**config.mk**
```make
export PLATFORM = sky130hd
export DESIGN_NAME = level_sequencer
export DESIGN_NICKNAME = d
export VERILOG_FILES = /design/src/rtl/level_sequencer_pkg.sv /design/src/rtl/level_sequencer_phase_timer.sv /design/src/rtl/level_sequencer.sv
export SDC_FILE = /design/constraint.sdc
export NUM_CORES = 1
export LEC_CHECK = 0
export ABC_AREA = 1
export CORE_MARGIN = 8
export CORE_UTILIZATION = 56
export DETAILED_ROUTE_END_ITERATION = 6
export PLACE_DENSITY = 0.81
export SLEW_MARGIN = 20
export SYNTH_ARGS = -nofsm -noshare
export SYNTH_HDL_FRONTEND = slang
export SYNTH_SLANG_ARGS = --single-unit
export TNS_END_PERCENT = 1
```
**constraint.sdc**
```tcl
create_clock -name Clk100M -period 5.8 [get_ports Clk100M]
set_input_delay 1.16 -clock Clk100M [delete_from_list [all_inputs] [get_ports Clk100M]]
set_output_delay 1.16 -clock Clk100M [all_outputs]
set_load 0.02 [all_outputs]
```
**src/rtl/level_sequencer_pkg.sv**
```systemverilog
`timescale 1ns/1ps
`default_nettype none
// ============================================================================
// Module      : level_sequencer_pkg
// Description : Shared constants for the level sequencer.
//               - 3-bit state encoding of the game-flow FSM.
//               - Default timing constants used as parameter defaults.
// Revision    : 1.0  initial release
// ============================================================================
package level_sequencer_pkg;

    localparam int unsigned c_STATE_W = 3;

    localparam logic [c_STATE_W-1:0] c_ST_IDLE    = 3'd0;
    localparam logic [c_STATE_W-1:0] c_ST_SHOW    = 3'd1;
    localparam logic [c_STATE_W-1:0] c_ST_PLAY    = 3'd2;
    localparam logic [c_STATE_W-1:0] c_ST_JUDGE   = 3'd3;
    localparam logic [c_STATE_W-1:0] c_ST_VERDICT = 3'd4;
    localparam logic [c_STATE_W-1:0] c_ST_LOST    = 3'd5;
    localparam logic [c_STATE_W-1:0] c_ST_WON     = 3'd6;

    localparam int c_DEF_LEVEL_W    = 4;
    localparam int c_DEF_MAX_LEVEL  = 8;
    localparam int c_DEF_TIMER_W    = 16;
    localparam int c_DEF_SHOW_TICKS = 2000;
    localparam int c_DEF_PLAY_BASE  = 10000;
    localparam int c_DEF_PLAY_DEC   = 1000;
    localparam int c_DEF_PLAY_MIN   = 2000;

endpackage : level_sequencer_pkg
`default_nettype wire

```
**src/rtl/level_sequencer_phase_timer.sv**
```systemverilog
`timescale 1ns/1ps
`default_nettype none
// ============================================================================
// Module      : level_sequencer_phase_timer
// Description : Loadable tick-enabled down-counter, saturating at zero.
//               Ports:
//                 Clk100M      in   system clock
//                 Rst_n        in   asynchronous active-low reset
//                 i_load       in   load i_load_value (has priority over tick)
//                 i_load_value in   WIDTH  value to load
//                 i_tick       in   decrement enable
//                 o_count      out  WIDTH  current count
//                 o_expire     out  tick arriving while count == 1
// Revision    : 1.0  initial release
// ============================================================================
module level_sequencer_phase_timer
    import level_sequencer_pkg::*;
#(
    parameter int WIDTH = c_DEF_TIMER_W
) (
    input  logic             Clk100M,
    input  logic             Rst_n,
    input  logic             i_load,
    input  logic [WIDTH-1:0] i_load_value,
    input  logic             i_tick,
    output logic [WIDTH-1:0] o_count,
    output logic             o_expire
);

    logic [WIDTH-1:0] r_count;

    always_ff @(posedge Clk100M or negedge Rst_n) begin
        if (!Rst_n) begin
            r_count <= '0;
        end else if (i_load) begin
            r_count <= i_load_value;
        end else if (i_tick && (r_count != '0)) begin
            r_count <= r_count - WIDTH'(1);
        end
    end

    assign o_count  = r_count;
    assign o_expire = i_tick && (r_count == WIDTH'(1));

endmodule : level_sequencer_phase_timer
`default_nettype wire

```
**src/rtl/level_sequencer.sv**
```systemverilog
`timescale 1ns/1ps
`default_nettype none
// ============================================================================
// Module      : level_sequencer
// Description : Game-flow controller. Sequences each level through
//               SHOW -> PLAY -> JUDGE -> VERDICT and ends in LOST or WON.
//               Ports:
//                 Clk100M, Rst_n            clock, async active-low reset
//                 tick                      1 kHz timebase enable
//                 start, userDone           1-cycle control pulses
//                 incLevel, lose            judge verdict, sampled in VERDICT
//                 levelComplete, newLevel   1-cycle pulses
//                 level, timeLeft           level number, phase ticks left
//                 showTarget, playEnable,
//                 gameOver, gameWon         state decodes
// Revision    : 1.0  initial release
// ============================================================================
module level_sequencer
    import level_sequencer_pkg::*;
#(
    parameter int LEVEL_W    = c_DEF_LEVEL_W,
    parameter int MAX_LEVEL  = c_DEF_MAX_LEVEL,
    parameter int TIMER_W    = c_DEF_TIMER_W,
    parameter int SHOW_TICKS = c_DEF_SHOW_TICKS,
    parameter int PLAY_BASE  = c_DEF_PLAY_BASE,
    parameter int PLAY_DEC   = c_DEF_PLAY_DEC,
    parameter int PLAY_MIN   = c_DEF_PLAY_MIN
) (
    input  logic               Clk100M,
    input  logic               Rst_n,
    input  logic               tick,
    input  logic               start,
    input  logic               userDone,
    input  logic               incLevel,
    input  logic               lose,
    output logic               levelComplete,
    output logic [LEVEL_W-1:0] level,
    output logic               newLevel,
    output logic               showTarget,
    output logic               playEnable,
    output logic [TIMER_W-1:0] timeLeft,
    output logic               gameOver,
    output logic               gameWon
);

    // The decrement product is formed wider than the timer so that large
    // PLAY_DEC overrides saturate correctly instead of wrapping.
    localparam int c_PROD_W = TIMER_W + LEVEL_W;
    localparam logic [c_PROD_W-1:0] c_SPAN      = c_PROD_W'(PLAY_BASE - PLAY_MIN);
    localparam logic [TIMER_W-1:0]  c_SHOW      = TIMER_W'(SHOW_TICKS);
    localparam logic [TIMER_W-1:0]  c_BASE      = TIMER_W'(PLAY_BASE);
    localparam logic [TIMER_W-1:0]  c_MIN       = TIMER_W'(PLAY_MIN);
    localparam logic [LEVEL_W-1:0]  c_LEVEL_ONE = LEVEL_W'(1);
    localparam logic [LEVEL_W-1:0]  c_LEVEL_MAX = LEVEL_W'(MAX_LEVEL);

    logic [c_STATE_W-1:0] r_state;
    logic [c_STATE_W-1:0] w_state_next;
    logic [LEVEL_W-1:0]   r_level;
    logic [LEVEL_W-1:0]   w_level_next;
    logic                 r_new_level;
    logic                 w_new_level_next;
    logic                 r_level_complete;
    logic                 r_show;
    logic                 r_play;
    logic                 r_over;
    logic                 r_won;
    logic                 w_level_complete_next;
    logic                 w_show_next;
    logic                 w_play_next;
    logic                 w_over_next;
    logic                 w_won_next;

    logic                 w_timer_load;
    logic [TIMER_W-1:0]   w_timer_load_value;
    logic                 w_timer_tick;
    logic                 w_expire;
    logic [TIMER_W-1:0]   w_count;

    logic [LEVEL_W-1:0]   w_level_m1;
    logic [c_PROD_W-1:0]  w_dec;
    logic [TIMER_W-1:0]   w_play_ticks;

    // playTicks = max(PLAY_BASE - (level-1)*PLAY_DEC, PLAY_MIN)
    assign w_level_m1   = r_level - c_LEVEL_ONE;
    assign w_dec        = c_PROD_W'(w_level_m1) * c_PROD_W'(PLAY_DEC);
    assign w_play_ticks = (w_dec >= c_SPAN) ? c_MIN : (c_BASE - w_dec[TIMER_W-1:0]);

    // Ticks only count down while a timed phase is active.
    assign w_timer_tick = tick && ((r_state == c_ST_SHOW) || (r_state == c_ST_PLAY));

    level_sequencer_phase_timer #(
        .WIDTH (TIMER_W)
    ) u_phase_timer (
        .Clk100M      (Clk100M),
        .Rst_n        (Rst_n),
        .i_load       (w_timer_load),
        .i_load_value (w_timer_load_value),
        .i_tick       (w_timer_tick),
        .o_count      (w_count),
        .o_expire     (w_expire)
    );

    // State and registered outputs.
    always_ff @(posedge Clk100M or negedge Rst_n) begin
        if (!Rst_n) begin
            r_state          <= c_ST_IDLE;
            r_level          <= c_LEVEL_ONE;
            r_new_level      <= 1'b0;
            r_level_complete <= 1'b0;
            r_show           <= 1'b0;
            r_play           <= 1'b0;
            r_over           <= 1'b0;
            r_won            <= 1'b0;
        end else begin
            r_state          <= w_state_next;
            r_level          <= w_level_next;
            r_new_level      <= w_new_level_next;
            r_level_complete <= w_level_complete_next;
            r_show           <= w_show_next;
            r_play           <= w_play_next;
            r_over           <= w_over_next;
            r_won            <= w_won_next;
        end
    end

    // Next state, level update and timer loads.
    always_comb begin
        w_state_next       = r_state;
        w_level_next       = r_level;
        w_new_level_next   = 1'b0;
        w_timer_load       = 1'b0;
        w_timer_load_value = c_SHOW;
        case (r_state)
            c_ST_IDLE, c_ST_LOST, c_ST_WON: begin
                if (start) begin
                    w_state_next     = c_ST_SHOW;
                    w_level_next     = c_LEVEL_ONE;
                    w_new_level_next = 1'b1;
                    w_timer_load     = 1'b1;
                end
            end
            c_ST_SHOW: begin
                if (w_expire) begin
                    w_state_next       = c_ST_PLAY;
                    w_timer_load       = 1'b1;
                    w_timer_load_value = w_play_ticks;
                end
            end
            c_ST_PLAY: begin
                // A simultaneous submit and timeout is a single transition.
                if (userDone || w_expire) begin
                    w_state_next = c_ST_JUDGE;
                end
            end
            c_ST_JUDGE: begin
                w_state_next = c_ST_VERDICT;
            end
            c_ST_VERDICT: begin
                // incLevel has priority; a missing verdict counts as a loss.
                if (incLevel) begin
                    if (r_level == c_LEVEL_MAX) begin
                        w_state_next = c_ST_WON;
                    end else begin
                        w_state_next     = c_ST_SHOW;
                        w_level_next     = r_level + c_LEVEL_ONE;
                        w_new_level_next = 1'b1;
                        w_timer_load     = 1'b1;
                    end
                end else begin
                    w_state_next = c_ST_LOST;
                end
            end
            default: begin
                w_state_next = c_ST_IDLE;
            end
        endcase
    end

    // Output decode of the upcoming state, registered above.
    always_comb begin
        w_level_complete_next = (w_state_next == c_ST_JUDGE);
        w_show_next           = (w_state_next == c_ST_SHOW);
        w_play_next           = (w_state_next == c_ST_PLAY);
        w_over_next           = (w_state_next == c_ST_LOST);
        w_won_next            = (w_state_next == c_ST_WON);
    end

    assign levelComplete = r_level_complete;
    assign level         = r_level;
    assign newLevel      = r_new_level;
    assign showTarget    = r_show;
    assign playEnable    = r_play;
    assign timeLeft      = w_count;
    assign gameOver      = r_over;
    assign gameWon       = r_won;

endmodule : level_sequencer
`default_nettype wire

```
==> results.py <==
metrics = {
    "logic_synthesis": {
        "area_share_of_fa_ha_maj_cells_after_synthesis_pct": 15.1,
        "postSynthNetCount": 374,
        "synth_simple_gate_area_share_pct": 30.4,
        "synth.area.mux_share_pct": 0,
        "dominant_combinational_cell_family_by_area_after_synthesis": "simple AND/OR/NAND/NOR gates",
        "post_synthesis_area_per_instance_um2": 7.60,
        "yosysTopAreaCellShare_pct": 27.1,
        "synth_area_leader_cell": "dfrtp_1",
        "leading_post_synthesis_cells_by_instance_count": "66 x nand2_1, 50 x inv_1, 34 x nor2_1",
        "yosysWarnings": 0,
        "yosys_most_used_dff": "dfrtp_1",
        "post_synthesis_compound_gate_area_fraction_pct": 11.5,
        "synth-seq-area-share_pct": 28.1,
        "synthXorXnorAreaFrac_pct": 6.78,
        "postSynth.asyncResetShare_pct": 100,
        "yosys-top-cells-area": "dfrtp_1 27%, ha_1 9.7%, nand2_1 9.6%",
        "syn-cell-area_mm2": 0.00258,
        "postSynthRegisterBits": 29,
        "synth_edf_count": 0,
        "synth_most_common_cell": "nand2_1",
        "yosysUniqueCellTypes": 39,
        "syn-instance-count": 340,
    },
    "critical_path": {
        "r2r-start": "level[0]",
        "crit-reg2reg-capture": "u_phase_timer.o_count[6]",
        "worst-r2r-setup-slack_ns": 1.15,
        "worst-endpoint-arrival_ns": 4.80,
        "critical_path_class": "flip-flop to flip-flop",
        "timing.critical_path.fanout_max": 11,
        "critical_path.most_common_cell": "nand2_1",
        "critical_path_startpoint": "level[0]",
        "cell_with_the_largest_stage_delay_on_the_worst_path": "dfstp_2",
        "worstSetupStartpointType": "flip-flop",
        "data_required_time_of_the_worst_path_ns": 5.95,
        "rr_worst_depth": 18,
        "cp.depth": 18,
        "critical_path_sink_type": "flip-flop",
        "timing.critical_path.buf_inv": 3,
        "worstPathCellList": "inv_1 -> ha_1 -> xnor2_1 -> inv_1 -> fa_1 -> inv_1 -> fa_1 -> ha_1 -> a21oi_1 -> nand2_1 -> nand2_1 -> nand2_1 -> nand2_1 -> nand2_1 -> nand3_1 -> nand2_1 -> o21ai_0 -> o21ai_1",
        "critical-path-top-delay-family": "adder cells",
        "largest_stage_delay_on_the_critical_path_ns": 0.70,
        "worstSetupEndpoint": "u_phase_timer.o_count[6]",
    },
    "route": {
        "vias": 2354,
        "first_iter_violations": 165,
        "detail_route.vias_per_cell": 5.46,
        "drc": 0,
        "drtAntennaViolNets": 0,
        "routedWlPerCell_um": 13.5,
        "drt_pass1_iterations": 4,
        "routed_wirelength_um": 5840,
    },
    "layout": {
        "fin_area_mm2": 0.00305,
        "layout-drive-gt1-share_pct": 8.71,
        "final-instance-count-excl-fill": 431,
        "area_growth_syn_to_layout_pct": 18.0,
        "diodes": 0,
        "fillCellCount": 380,
        "num-nets-final": 413,
        "largest_reg_flops": 16,
    },
    "clocking": {
        "postCtsSetupBuffers": 0,
        "cts_clk_pin_slew_worst_paths_ns": 0.06,
        "cts.path.max_buffers": 2,
        "clock-sinks": 29,
        "root_buffer": "clkbuf_8",
        "post_cts_hold_buffer_count": 0,
        "cts_made_buffers": 5,
        "htreeDepth": 2,
        "cts_tree": "yes",
        "worst_skew_pair.late_latency_ns": 0.27,
        "cts-resized-gates": 0,
    },
    "place": {
        "post-place-cells": 424,
        "placed_cell_area_mm2": 0.00296,
        "gp_routability_congestion": 0.867,
        "dpl.hpwl_um": 4630,
        "port-buffer-count": 31,
    },
    "global_route": {
        "grt_overflow": 0,
        "grt_start_max_net_pins": 30,
        "grt_pass1_wl_um": 10300,
        "antenna_violations_before_repair": 0,
        "first_global_vias": 2310,
        "groute.usage.overall_pct": 17.0,
    },
    "sta": {
        "setup_repair_after_global_routing_missed_its_margin": "no",
        "tcrit_tclk_final_pct": 80.2,
        "final.setup.tns_ns": 0,
        "timing.fmax_mhz": 215,
        "max_slew_margin_pct": 67.3,
        "layout_min_cycle_time_ns": 4.65,
        "finalSetupViolCount": 0,
        "timing_worst_slew_pin_value_ns": 0.489,
        "finalMaxSlewViolations": 0,
        "final.setup_skew_ns": 0.00565,
        "finalHoldViolations": 0,
    },
    "min_path": {
        "hold_path.class": "flip-flop to flip-flop",
    },
    "die": {
        "dieHeight_um": 83.9,
        "dieArea_mm2": 0.00704,
        "start_util_pct": 58.5,
        "die_width_um": 83.9,
        "core_area_mm2": 0.00441,
        "io-pin-count": 33,
        "placementRows": 24,
    },
    "run": {
        "cap_viol_max_count": 0,
    },
    "run_status": {
        "status": "finished, final reports clean",
    },
}
[worst register-to-register path, stage by stage (launching register included)]
cell	delay, ns
dfstp_2	0.70
inv_1	0.24
ha_1	0.32
xnor2_1	0.21
inv_1	0.21
fa_1	0.52
inv_1	0.20
fa_1	0.45
ha_1	0.35
a21oi_1	0.23
nand2_1	0.13
nand2_1	0.11
nand2_1	0.06
nand2_1	0.06
nand2_1	0.11
nand3_1	0.17
nand2_1	0.16
o21ai_0	0.20
o21ai_1	0.09
[layout make-up]
class	count	area [µm²]	share of cell area (%)
Clock buffer	7	86.3	2.83
Inverter	53	199	6.52
Multi-Input combinational cell	257	1650	54.0
Sequential cell	29	727	23.8
Tap cell	52	65.1	2.13
Timing Repair Buffer	33	325	10.7
[worst min path at each step]
stage / cells after the start / from / end
3_3_place_gp: 2 / u_phase_timer.o_count[1] / u_phase_timer.o_count[1]
4_1_cts: 2 / u_phase_timer.o_count[1] / u_phase_timer.o_count[1]
3_5_place_dp: 2 / u_phase_timer.o_count[1] / u_phase_timer.o_count[1]
6_report: 2 / u_phase_timer.o_count[1] / u_phase_timer.o_count[1]
2_1_floorplan: 1 / r_state[2] / r_state[2]
5_1_grt: 2 / u_phase_timer.o_count[1] / u_phase_timer.o_count[1]
[through the flow]
stage | hold slack [ns] | utilization [%] | setup WS [ns]
floorplan | 0.571 | - | 1.68
global placement | 0.538 | 67.1 | 1.30
detailed placement | 0.528 | 67.1 | 1.16
CTS | 0.544 | 69.1 | 1.14
global route | 0.613 | 69.1 | 0.676
finish | 0.545 | 69.1 | 1.15
[placed cells by master (no fill, tap or decap), types with 2 or more instances in the layout]
master           count
nor2_2               4
a21oi_4              2
clkbuf_8             6
buf_4                2
inv_2                2
xnor2_1              5
o21ai_0             18
a21oi_2              3
nand3b_1             2
ha_1                20
nand2_1             66
o21ai_1              6
nor3_4               3
a21oi_1             11
nand2_4              2
nor3_1               5
clkdlybuf4s50_1     31
xor2_1              15
nand4_1              5
inv_1               50
dfrtp_1             28
fa_1                 7
nand3_1             33
nand2_2              2
nor2_1              34
[metal layers]
| layer | up-vias | wire length, µm | GRT usage (%) |
|---|---|---|---|
| li1 | 1178 | - | - |
| met1 | 1107 | 2700 | 21.6 |
| met2 | 63 | 2810 | 28.6 |
| met3 | 6 | 287 | 4.00 |
| met4 | 0 | 44 | 3.45 |
| met5 | - | 0 | 0 |
[kinds of logic after synthesis]
group | after synthesis
AND/OR/NAND/NOR | 162
XOR/XNOR | 20
buffers and inverters | 54
adder cells (fa/ha/maj) | 27
AO/OA/AOI/OAI | 48
flip-flops | 29
Power is not shown: default switching activity piles up to over one toggle a cycle in this logic, so the estimate is an artifact.
